[src/rtl/uart_pkg.sv]
// uart_pkg: shared receiver state encoding and framing constants
package uart_pkg;
    typedef enum logic [2:0] {
        WAIT_IDLE,
        IDLE,
        START,
        DATA,
        STOP
    } uart_rx_state_t;

    localparam int   UART_DATA_BITS  = 8;
    localparam logic UART_IDLE_LEVEL = 1'b1;
endpackage

[src/rtl/byte_fifo.sv]
// byte_fifo: circular byte buffer with combinational head read
// Ports: clk, reset (async active-low), push/push_data write side,
//        pop read side, head = oldest byte, full/empty flags, count = occupancy.
// A push while full is accepted only if a pop happens in the same cycle.
module byte_fifo #(
    parameter int DEPTH = 16
) (
    input  logic                     clk,
    input  logic                     reset,
    input  logic                     push,
    input  logic [7:0]               push_data,
    input  logic                     pop,
    output logic [7:0]               head,
    output logic                     full,
    output logic                     empty,
    output logic [$clog2(DEPTH):0]   count
);
    localparam int AW = $clog2(DEPTH);

    logic [AW:0] wr_ptr, rd_ptr;
    logic [7:0]  mem [DEPTH];
    logic        do_pop, do_push;

    // Pointers carry one extra wrap bit so full and empty are distinguishable.
    assign empty   = wr_ptr == rd_ptr;
    assign full    = (wr_ptr[AW] != rd_ptr[AW]) && (wr_ptr[AW-1:0] == rd_ptr[AW-1:0]);
    assign count   = wr_ptr - rd_ptr;
    assign head    = mem[rd_ptr[AW-1:0]];
    assign do_pop  = pop && !empty;
    assign do_push = push && (!full || do_pop);

    always_ff @(posedge clk or negedge reset) begin
        if (!reset) begin
            wr_ptr <= '0;
            rd_ptr <= '0;
            for (int i = 0; i < DEPTH; i++) mem[i] <= '0;
        end else begin
            if (do_push) begin
                mem[wr_ptr[AW-1:0]] <= push_data;
                wr_ptr <= wr_ptr + 1'b1;
            end
            if (do_pop) rd_ptr <= rd_ptr + 1'b1;
        end
    end
endmodule

[src/rtl/uart_byte_receiver.sv]
// uart_byte_receiver: 8N1 oversampling receiver feeding a byte FIFO
// Ports: clk, reset (async active-low), rx serial line (idles high),
//        uart_out_valid consumer request, uart_out_ready/uart_out_data delivery,
//        fifo_count occupancy, frame_error/overrun sticky flags, error_clear.
module uart_byte_receiver
    import uart_pkg::*;
#(
    parameter int CLKS_PER_BIT = 868,
    parameter int FIFO_DEPTH   = 16
) (
    input  logic                          clk,
    input  logic                          reset,
    input  logic                          rx,
    input  logic                          uart_out_valid,
    output logic [7:0]                    uart_out_data,
    output logic                          uart_out_ready,
    output logic [$clog2(FIFO_DEPTH):0]   fifo_count,
    output logic                          frame_error,
    output logic                          overrun,
    input  logic                          error_clear
);
    localparam int CW = $clog2(CLKS_PER_BIT);
    localparam int IW = $clog2(UART_DATA_BITS);
    localparam logic [CW-1:0] BIT_LAST  = CW'(CLKS_PER_BIT - 1);
    localparam logic [CW-1:0] HALF_LAST = CW'(CLKS_PER_BIT / 2 - 1);

    uart_rx_state_t            state;
    logic [CW-1:0]             bit_cnt;
    logic [IW-1:0]             bit_idx;
    logic [UART_DATA_BITS-1:0] shreg;
    logic                      rx_m, rx_s;
    logic                      stop_edge, push, bad_stop, full, empty, drop;

    always_ff @(posedge clk or negedge reset) begin
        if (!reset) begin
            rx_m <= UART_IDLE_LEVEL;
            rx_s <= UART_IDLE_LEVEL;
        end else begin
            rx_m <= rx;
            rx_s <= rx_m;
        end
    end

    // The push is decoded from the stop-sample edge itself so the byte lands
    // in the FIFO on that edge and is visible one cycle later.
    assign stop_edge      = state == STOP && bit_cnt == BIT_LAST;
    assign push           = stop_edge && rx_s;
    assign bad_stop       = stop_edge && !rx_s;
    assign uart_out_ready = uart_out_valid && !empty;
    assign drop           = push && full && !uart_out_ready;

    byte_fifo #(.DEPTH(FIFO_DEPTH)) u_fifo (
        .clk       (clk),
        .reset     (reset),
        .push      (push),
        .push_data (shreg),
        .pop       (uart_out_ready),
        .head      (uart_out_data),
        .full      (full),
        .empty     (empty),
        .count     (fifo_count)
    );

    always_ff @(posedge clk or negedge reset) begin
        if (!reset) begin
            state       <= WAIT_IDLE;
            bit_cnt     <= '0;
            bit_idx     <= '0;
            shreg       <= '0;
            frame_error <= 1'b0;
            overrun     <= 1'b0;
        end else begin
            // Set events take priority over a simultaneous clear.
            frame_error <= bad_stop || (frame_error && !error_clear);
            overrun     <= drop || (overrun && !error_clear);
            case (state)
                WAIT_IDLE: if (rx_s == UART_IDLE_LEVEL) state <= IDLE;
                IDLE: if (rx_s != UART_IDLE_LEVEL) begin
                    state   <= START;
                    bit_cnt <= '0;
                end
                START: if (bit_cnt == HALF_LAST) begin
                    state   <= rx_s ? IDLE : DATA;
                    bit_cnt <= '0;
                    bit_idx <= '0;
                end else begin
                    bit_cnt <= bit_cnt + 1'b1;
                end
                DATA: if (bit_cnt == BIT_LAST) begin
                    bit_cnt        <= '0;
                    shreg[bit_idx] <= rx_s;
                    bit_idx        <= bit_idx + 1'b1;
                    if (bit_idx == IW'(UART_DATA_BITS - 1)) state <= STOP;
                end else begin
                    bit_cnt <= bit_cnt + 1'b1;
                end
                STOP: if (bit_cnt == BIT_LAST) begin
                    state   <= rx_s ? IDLE : WAIT_IDLE;
                    bit_cnt <= '0;
                end else begin
                    bit_cnt <= bit_cnt + 1'b1;
                end
                default: state <= WAIT_IDLE;
            endcase
        end
    end
endmodule

[config.mk]
export PLATFORM = sky130hd
export DESIGN_NAME = uart_byte_receiver
export DESIGN_NICKNAME = d
export VERILOG_FILES = /design/src/rtl/uart_pkg.sv /design/src/rtl/byte_fifo.sv /design/src/rtl/uart_byte_receiver.sv
export SDC_FILE = /design/constraint.sdc
export NUM_CORES = 1
export LEC_CHECK = 0
export BUFFER_PORTS_ARGS = -buffer_cell sky130_fd_sc_hd__buf_2
export CORE_ASPECT_RATIO = 0.7
export CORE_MARGIN = 2
export CORE_UTILIZATION = 30
export DETAILED_ROUTE_END_ITERATION = 7
export MAX_ROUTING_LAYER = met4
export PLACE_DENSITY = 0.48
export SYNTH_ARGS = -nofsm -noshare
export SYNTH_HDL_FRONTEND = slang
export SYNTH_SLANG_ARGS = --single-unit
[constraint.sdc]
create_clock -name clk -period 2.6 [get_ports clk]
set_input_delay 0.39 -clock clk [delete_from_list [all_inputs] [get_ports clk]]
set_output_delay 0.39 -clock clk [all_outputs]
set_load 0.02 [all_outputs]
==> impl_metrics.json, run 1 <==
{
  "antenna_found_initial": 0,
  "ys_warn_count": 0,
  "drtPass1Iterations": 4,
  "r2r-end": "u_fifo.mem[96]",
  "clockBufferDepth": 2,
  "cts_tree": "done",
  "ys_ff_latch": 166,
  "skew_ns": 0.0115,
  "port_buffers": 20,
  "max_clock_freq_mhz": 365,
  "core_area_um2": 26500,
  "crit_arrival_ns": 2.35,
  "avgSynthCellArea_um2": 14.4,
  "utilization_pct": 36.6,
  "regArea_um2": 4160,
  "place_congestion": 0.821,
  "min_period_ns": 2.74,
  "path_max_fanout": 5,
  "end_kind": "output pin",
  "fin_crit_sh_pct": 105,
  "drv_cap": 0,
  "clk_pin_slew_ns": 0.07,
  "root_buffer": "clkbuf_16",
  "tightest_slew_ns": 0.723,
  "nets": 617,
  "grt_use_total_pct": 14.8,
  "critPathLaunchType": "flip-flop",
  "synth_edf_count": 0,
  "area_delta_synth_final_pct": 21.0,
  "drc": 0,
  "synth_area_um2": 8030,
  "slew_viol_final": 0,
  "postSynth.asyncResetShare_pct": 100,
  "cp_slowest_stage_delay_ns": 0.51,
  "ir_worst_vdd_uv": 347,
  "ys_types": 50,
  "synth_ff_type": "dfrtp_1",
  "wirelength_um": 19300,
  "rsz0062_at_grt": "yes",
  "grt_max_degree": 64,
  "h-tree-depth": 4,
  "reg2reg_depth": 10,
  "fill_cells": 2518,
  "cts_made_buffers": 17,
  "path_cells": "buf_12, buf_16, mux4_2, mux4_2, buf_6",
  "grt_pass1_vias": 5061,
  "diodes": 0,
  "critPathSlowestCell": "mux4_2",
  "multi_input_area_um2": 3880,
  "grt-ovfl-total": 0,
  "insertion_delay_ns": 0.43,
  "start_util_pct": 30.3,
  "syn_nets": 575,
  "die_h_um": 141,
  "setup_viol": 9,
  "fin_ws_ns": -0.143,
  "wl_per_cell_um": 19.8,
  "hpwl_um": 12300,
  "crit_top_cell": "mux4_2",
  "drive_above_1_share_pct": 35.7,
  "total_leakage_power_nw": 4.66,
  "hold_path.class": "in -> reg",
  "fp.dieArea_um2": 28100,
  "violations": "setup timing",
  "vias": 4770,
  "worst-setup-path-type": "reg -> out",
  "rr_startpoint": "u_fifo.rd_ptr[0]",
  "initialDrtViolationCount": 310,
  "ys_seq_area_share_pct": 51.8,
  "synthCells": 556,
  "final_hold_viol_count": 0,
  "vias_per_cell": 4.89,
  "cts.sinks": 166,
  "antenna_left": 0,
  "hold_slack_ns": 0.0727,
  "r2r_setup_slack_ns": 0.02,
  "status": "finished with violations",
  "hp-start": "rx",
  "whs_path_depth": 1,
  "relSlewSlack_pct": 51.6,
  "critPathRequiredTime_ns": 2.21,
  "io_pins": 21,
  "power_density_nw_per_um2": 727,
  "die_w_um": 200,
  "min_to": "rx_m",
  "rows": 50,
  "grt_pass1_wl_um": 30100
}
-- registers in the layout, indices dropped and copies added (netlist names) --
register       cells
bit_cnt           10
bit_idx            3
frame_error        1
overrun            1
rx_m               1
rx_s               1
shreg              8
state              3
u_fifo.mem       128
u_fifo.rd_ptr      5
u_fifo.wr_ptr      5
-- worst max path at each step --
stage | from | endpoint | slack (ns) | cells past startpoint
after floorplan | u_fifo.rd_ptr[1] | u_fifo.mem[11] | 0.07 | 11
after global placement | u_fifo.rd_ptr[2] | u_fifo.mem[59] | 0.14 | 8
after detailed placement | u_fifo.rd_ptr[2] | u_fifo.mem[59] | 0.1 | 8
after CTS | u_fifo.rd_ptr[0] | uart_out_data[5] | -0.18 | 5
after global routing | u_fifo.rd_ptr[0] | uart_out_data[1] | -0.20 | 5
final | u_fifo.rd_ptr[0] | uart_out_data[4] | -0.14 | 5
-- worst max-delay path: cells and delay by family, from the launching register on --
family	cells	cell delay [ns]
flops	1	0.47
mux	2	1.01
buf+inv	3	0.43
-- cell families after synthesis --
group           count (synthesis)  synth area share (%)
mux                           183                  31.2
fa+ha+maj                      14                  2.28
xor+xnor                       12                  1.31
flops                         166                  51.8
buf+inv                        50                  3.02
simple gates                   96                  7.57
compound gates                 35                  2.84
-- metrics by stage --
stage                     area (um2)  setup WS (ns)  power, mW  setup TNS [ns]  cells
after floorplan                 8030         0.0687       3.81               0    556
after global placement          8620          0.137       4.34               0    928
after detailed placement        8620         0.0962       4.37               0    928
after CTS                       9320         -0.178       7.07           -1.25    966
after global routing            9720         -0.203       7.42           -4.68    975
final                           9720         -0.143       7.06           -1.03    975
-- layout by cell type, fill, tap and decap left out, drive strengths merged, types with 2 or more instances in the layout --
cell type    n
dfrtp      164
mux2       139
buf         57
mux4        40
nand2       20
clkbuf      20
inv         18
and3        17
nor2        14
ha          13
nand3       11
o21ai       10
xnor2        8
nand4        7
a21oi        7
clkinv       6
nand3b       5
nor3         5
xor2         4
o21a         4
and2         4
mux2i        4
a21o         3
o32ai        3
nor2b        3
clkinvlp     2
dfstp        2
nor3b        2
nor4         2
-- per-layer routing --
layer	GRT usage [%]	vias up	wire length, um
li1	-	2134	-
met1	19.3	2560	9150
met2	23.0	61	9190
met3	3.71	15	620
met4	4.33	0	305
met5	-	-	0
-- synthesized netlist by cell type (5+ instances only) --
master    count  share of area (%)
buf_2         5               0.31
nor2_1       14               0.65
o21ai_0      10               0.62
inv_1        13               0.61
nand4_1       7               0.55
mux4_2       40                 11
ha_1         13                2.0
dfrtp_1     164                 51
nand3b_1      5               0.47
clkbuf_1     19               0.89
xnor2_1       8               0.87
nand3_1       6               0.37
mux2_1      121                 17
nand2_1      20               0.93
mux2_2       18                2.5
buf_4        11                1.0
a21oi_1       7               0.44
and3_1       17                1.3
-- report_power, final --
group	internal (mW)	switching [mW]
Clock	1.38	1.07
Sequential	2.69	0.129
Combinational	0.857	0.936
Total	4.93	2.14
-- layout make-up --
cell class / instances / share of cell area (%)
Sequential cell: 166 / 42.8
Multi-Input combinational cell: 340 / 40.0
Timing Repair Buffer: 59 / 6.12
Tap cell: 364 / 4.69
Clock buffer: 19 / 4.66
Clock inverter: 13 / 1.24
Inverter: 14 / 0.541
-- what timing repair did --
item                       CTS  global route
gates cloned                 2             2
hold buffers                 1             0
pin swaps                    0             4
resized for setup            9            88
hold endpoints to repair    19             0
setup endpoints to repair    8           129
buffers inserted             3             8
No activity file was read; power rests on OpenSTA's default activity.
==> run 2: changes to the inputs <==
--- a/config.mk
+++ b/config.mk
@@ -9,6 +9,7 @@
 export CORE_ASPECT_RATIO = 0.7
 export CORE_MARGIN = 2
 export CORE_UTILIZATION = 30
+export CTS_BUF_LIST = sky130_fd_sc_hd__clkbuf_2
 export DETAILED_ROUTE_END_ITERATION = 7
 export MAX_ROUTING_LAYER = met4
 export PLACE_DENSITY = 0.48
==> constraint.sdc (replaced) <==
create_clock -name clk -period 2.6 [get_ports clk]
set_input_delay 0.39 -clock clk [delete_from_list [all_inputs] [get_ports clk]]
set_output_delay 0.39 -clock clk [all_outputs]
set_load 0.005 [all_outputs]
==> run 2 against run 1 <==
Effect of this change: the flow still finishes with violations (setup timing); total power fell by 15%; via count is 0.19% lower; critical path depth shrank 1; setup slack lost 0.33 ns; final cell count increased by 0.92%; highest routed layer unchanged.
==> impl_metrics.json, run 2 (same netlist as run 1, synthesis figures left out) <==
{
  "status": "finished with violations",
  "violations": "setup timing",
  "layout_commonest_cell": "dfrtp_1",
  "min_period_ns": 3.07,
  "end_kind": "output pin",
  "grt_pass1_wl_um": 29500,
  "regMostFlops": "u_fifo.mem",
  "vias": 4761,
  "reg2reg_depth": 10,
  "ir_worst_vdd_uv": 265,
  "area_delta_synth_final_pct": 16.1,
  "p_int_mw": 4.04,
  "utilization_pct": 35.2,
  "worst-path-buf-inv": 2,
  "initialDrtViolationCount": 177,
  "multi_input_area_um2": 3730,
  "critPathRequiredTime_ns": 2.21,
  "h-tree-depth": 4,
  "worst-setup-path-type": "reg -> out",
  "r2r-end": "u_fifo.mem[111]",
  "cts.sinks": 166,
  "fp.dieArea_um2": 28100,
  "cts_tree": "done",
  "cp_slowest_stage_delay_ns": 0.56,
  "comb_power_share_pct": 30.0,
  "root_buffer": "clkbuf_2",
  "total_leakage_power_nw": 4.51,
  "place_congestion": 0.793,
  "path_cells": "buf_12, mux4_2, mux4_2, buf_2",
  "tightest_slew_ns": 0.680,
  "wl_per_cell_um": 18.9,
  "hold_path.class": "in -> reg",
  "path_depth": 4,
  "p_switching_mw": 1.95,
  "rr_startpoint": "u_fifo.rd_ptr[0]",
  "total_power_mw": 5.99,
  "grt_pass1_vias": 4949,
  "max_clock_freq_mhz": 326,
  "antenna_left": 0,
  "die_w_um": 200,
  "slew_viol_final": 0,
  "path_delay_family": "multiplexers",
  "io_pins": 21,
  "final_hold_viol_count": 0,
  "switching_share_pct": 32.6,
  "clockBufferDepth": 2,
  "rsz0062_at_grt": "yes",
  "pre_cts_slack_ns": 0.0125,
  "hpwl_um": 12000,
  "drv_cap": 0,
  "grt_use_total_pct": 14.7,
  "port_buffers": 20,
  "vias_per_cell": 4.84,
  "drive_above_1_share_pct": 30.0,
  "die_h_um": 141,
  "hold_slack_ns": 0.271,
  "insertion_delay_ns": 0.76,
  "final_cell_mix": "dfrtp_1 (162), mux2_1 (118), mux4_2 (40)",
  "p_clk_share_pct": 23.3,
  "wirelength_um": 18600,
  "critPathSlowestCell": "mux4_2",
  "relSlewSlack_pct": 54.5,
  "antenna_found_initial": 1,
  "fin_ws_ns": -0.470,
  "reg_top3": "u_fifo.mem x128, bit_cnt x10, shreg x8",
  "setup_viol": 13,
  "grt-ovfl-total": 0,
  "critPathLaunchType": "flip-flop",
  "fill_cells": 2571,
  "hp-start": "rx",
  "skew_ns": 0.0439,
  "seqPwrFrac_pct": 46.7,
  "crit_arrival_ns": 2.68,
  "largest_reg_flops": 128,
  "crit_top_cell": "mux4_2",
  "rows": 50,
  "regArea_um2": 4160,
  "drtPass1Iterations": 4,
  "grt_max_degree": 70,
  "fin_crit_sh_pct": 118,
  "cts_made_buffers": 17,
  "worstSetupEndpoint": "uart_out_data[2]",
  "start_util_pct": 30.3,
  "clk_pin_slew_ns": 0.26,
  "nets": 626,
  "core_area_um2": 26500,
  "path_max_fanout": 18,
  "power_density_nw_per_um2": 643,
  "critPathLaunch": "u_fifo.rd_ptr[0]",
  "drc": 0,
  "r2r_setup_slack_ns": 0.04
}
## run 2: changes by cell type in the layout (fill, tap and decap cells not counted), sizes merged
| cell | before | now |
|---|---|---|
| inv | 18 | 17 |
| dlygate4sd3 | 1 | 7 |
| bufinv | 1 | 2 |
| clkbuf | 20 | 18 |
| diode | 0 | 1 |
| buf | 57 | 60 |
| clkinv | 6 | 7 |
## run 2: cell type report
type | instances | area share (%)
diodes | 1 | 0.0268
clock buffers | 17 | 0.913
clock inverters | 14 | 1.61
inverters | 14 | 0.590
multi-input cells | 340 | 40.0
flip-flops and latches | 166 | 44.6
well taps | 364 | 4.88
repair buffers | 68 | 7.35
## run 2: worst min path at each step
| stage | slack [ns] | depth (start not counted) | endpoint |
|---|---|---|---|
| finish | 0.27 | 2 | rx_m |
| global route | 0.17 | 2 | rx_m |
| CTS | 0.19 | 2 | rx_m |
| detailed placement | 0.33 | 1 | u_fifo.mem[121] |
| global placement | 0.32 | 1 | u_fifo.mem[73] |
| floorplan | 0.09 | 0 | bit_cnt[0] |
## run 2: power by group through the flow
stage	logic, mW	clock network [mW]	registers, mW
after floorplan	0.901	0	2.83
after global placement	1.43	0	2.82
after detailed placement	1.45	0	2.82
after CTS	1.74	1.46	2.79
after global routing	1.97	1.57	2.82
final	1.80	1.40	2.80
## run 2: per-stage QoR
step | std cells | setup TNS [ns] | cell area (um2)
global route | 984 | -6.59 | 9320
floorplan | 556 | 0 | 8030
CTS | 981 | -5.14 | 9190
detailed placement | 935 | 0 | 8720
finish | 984 | -4.51 | 9320
global placement | 935 | 0 | 8720
## run 2: repair_timing
item,CTS,global route
pin swaps,5,3
setup buffers,6,1
setup endpoints to repair,16,34
hold endpoints to repair,169,0
gates resized for setup,16,28
gates cloned,2,1
hold buffers,7,0
## run 2: routing by layer
metal	vias to the layer above	wire length (um)	track usage, %
li1	2159	-	-
met1	2552	8930	19.3
met2	40	9090	23.2
met3	10	406	3.06
met4	0	176	3.63
met5	-	0	-
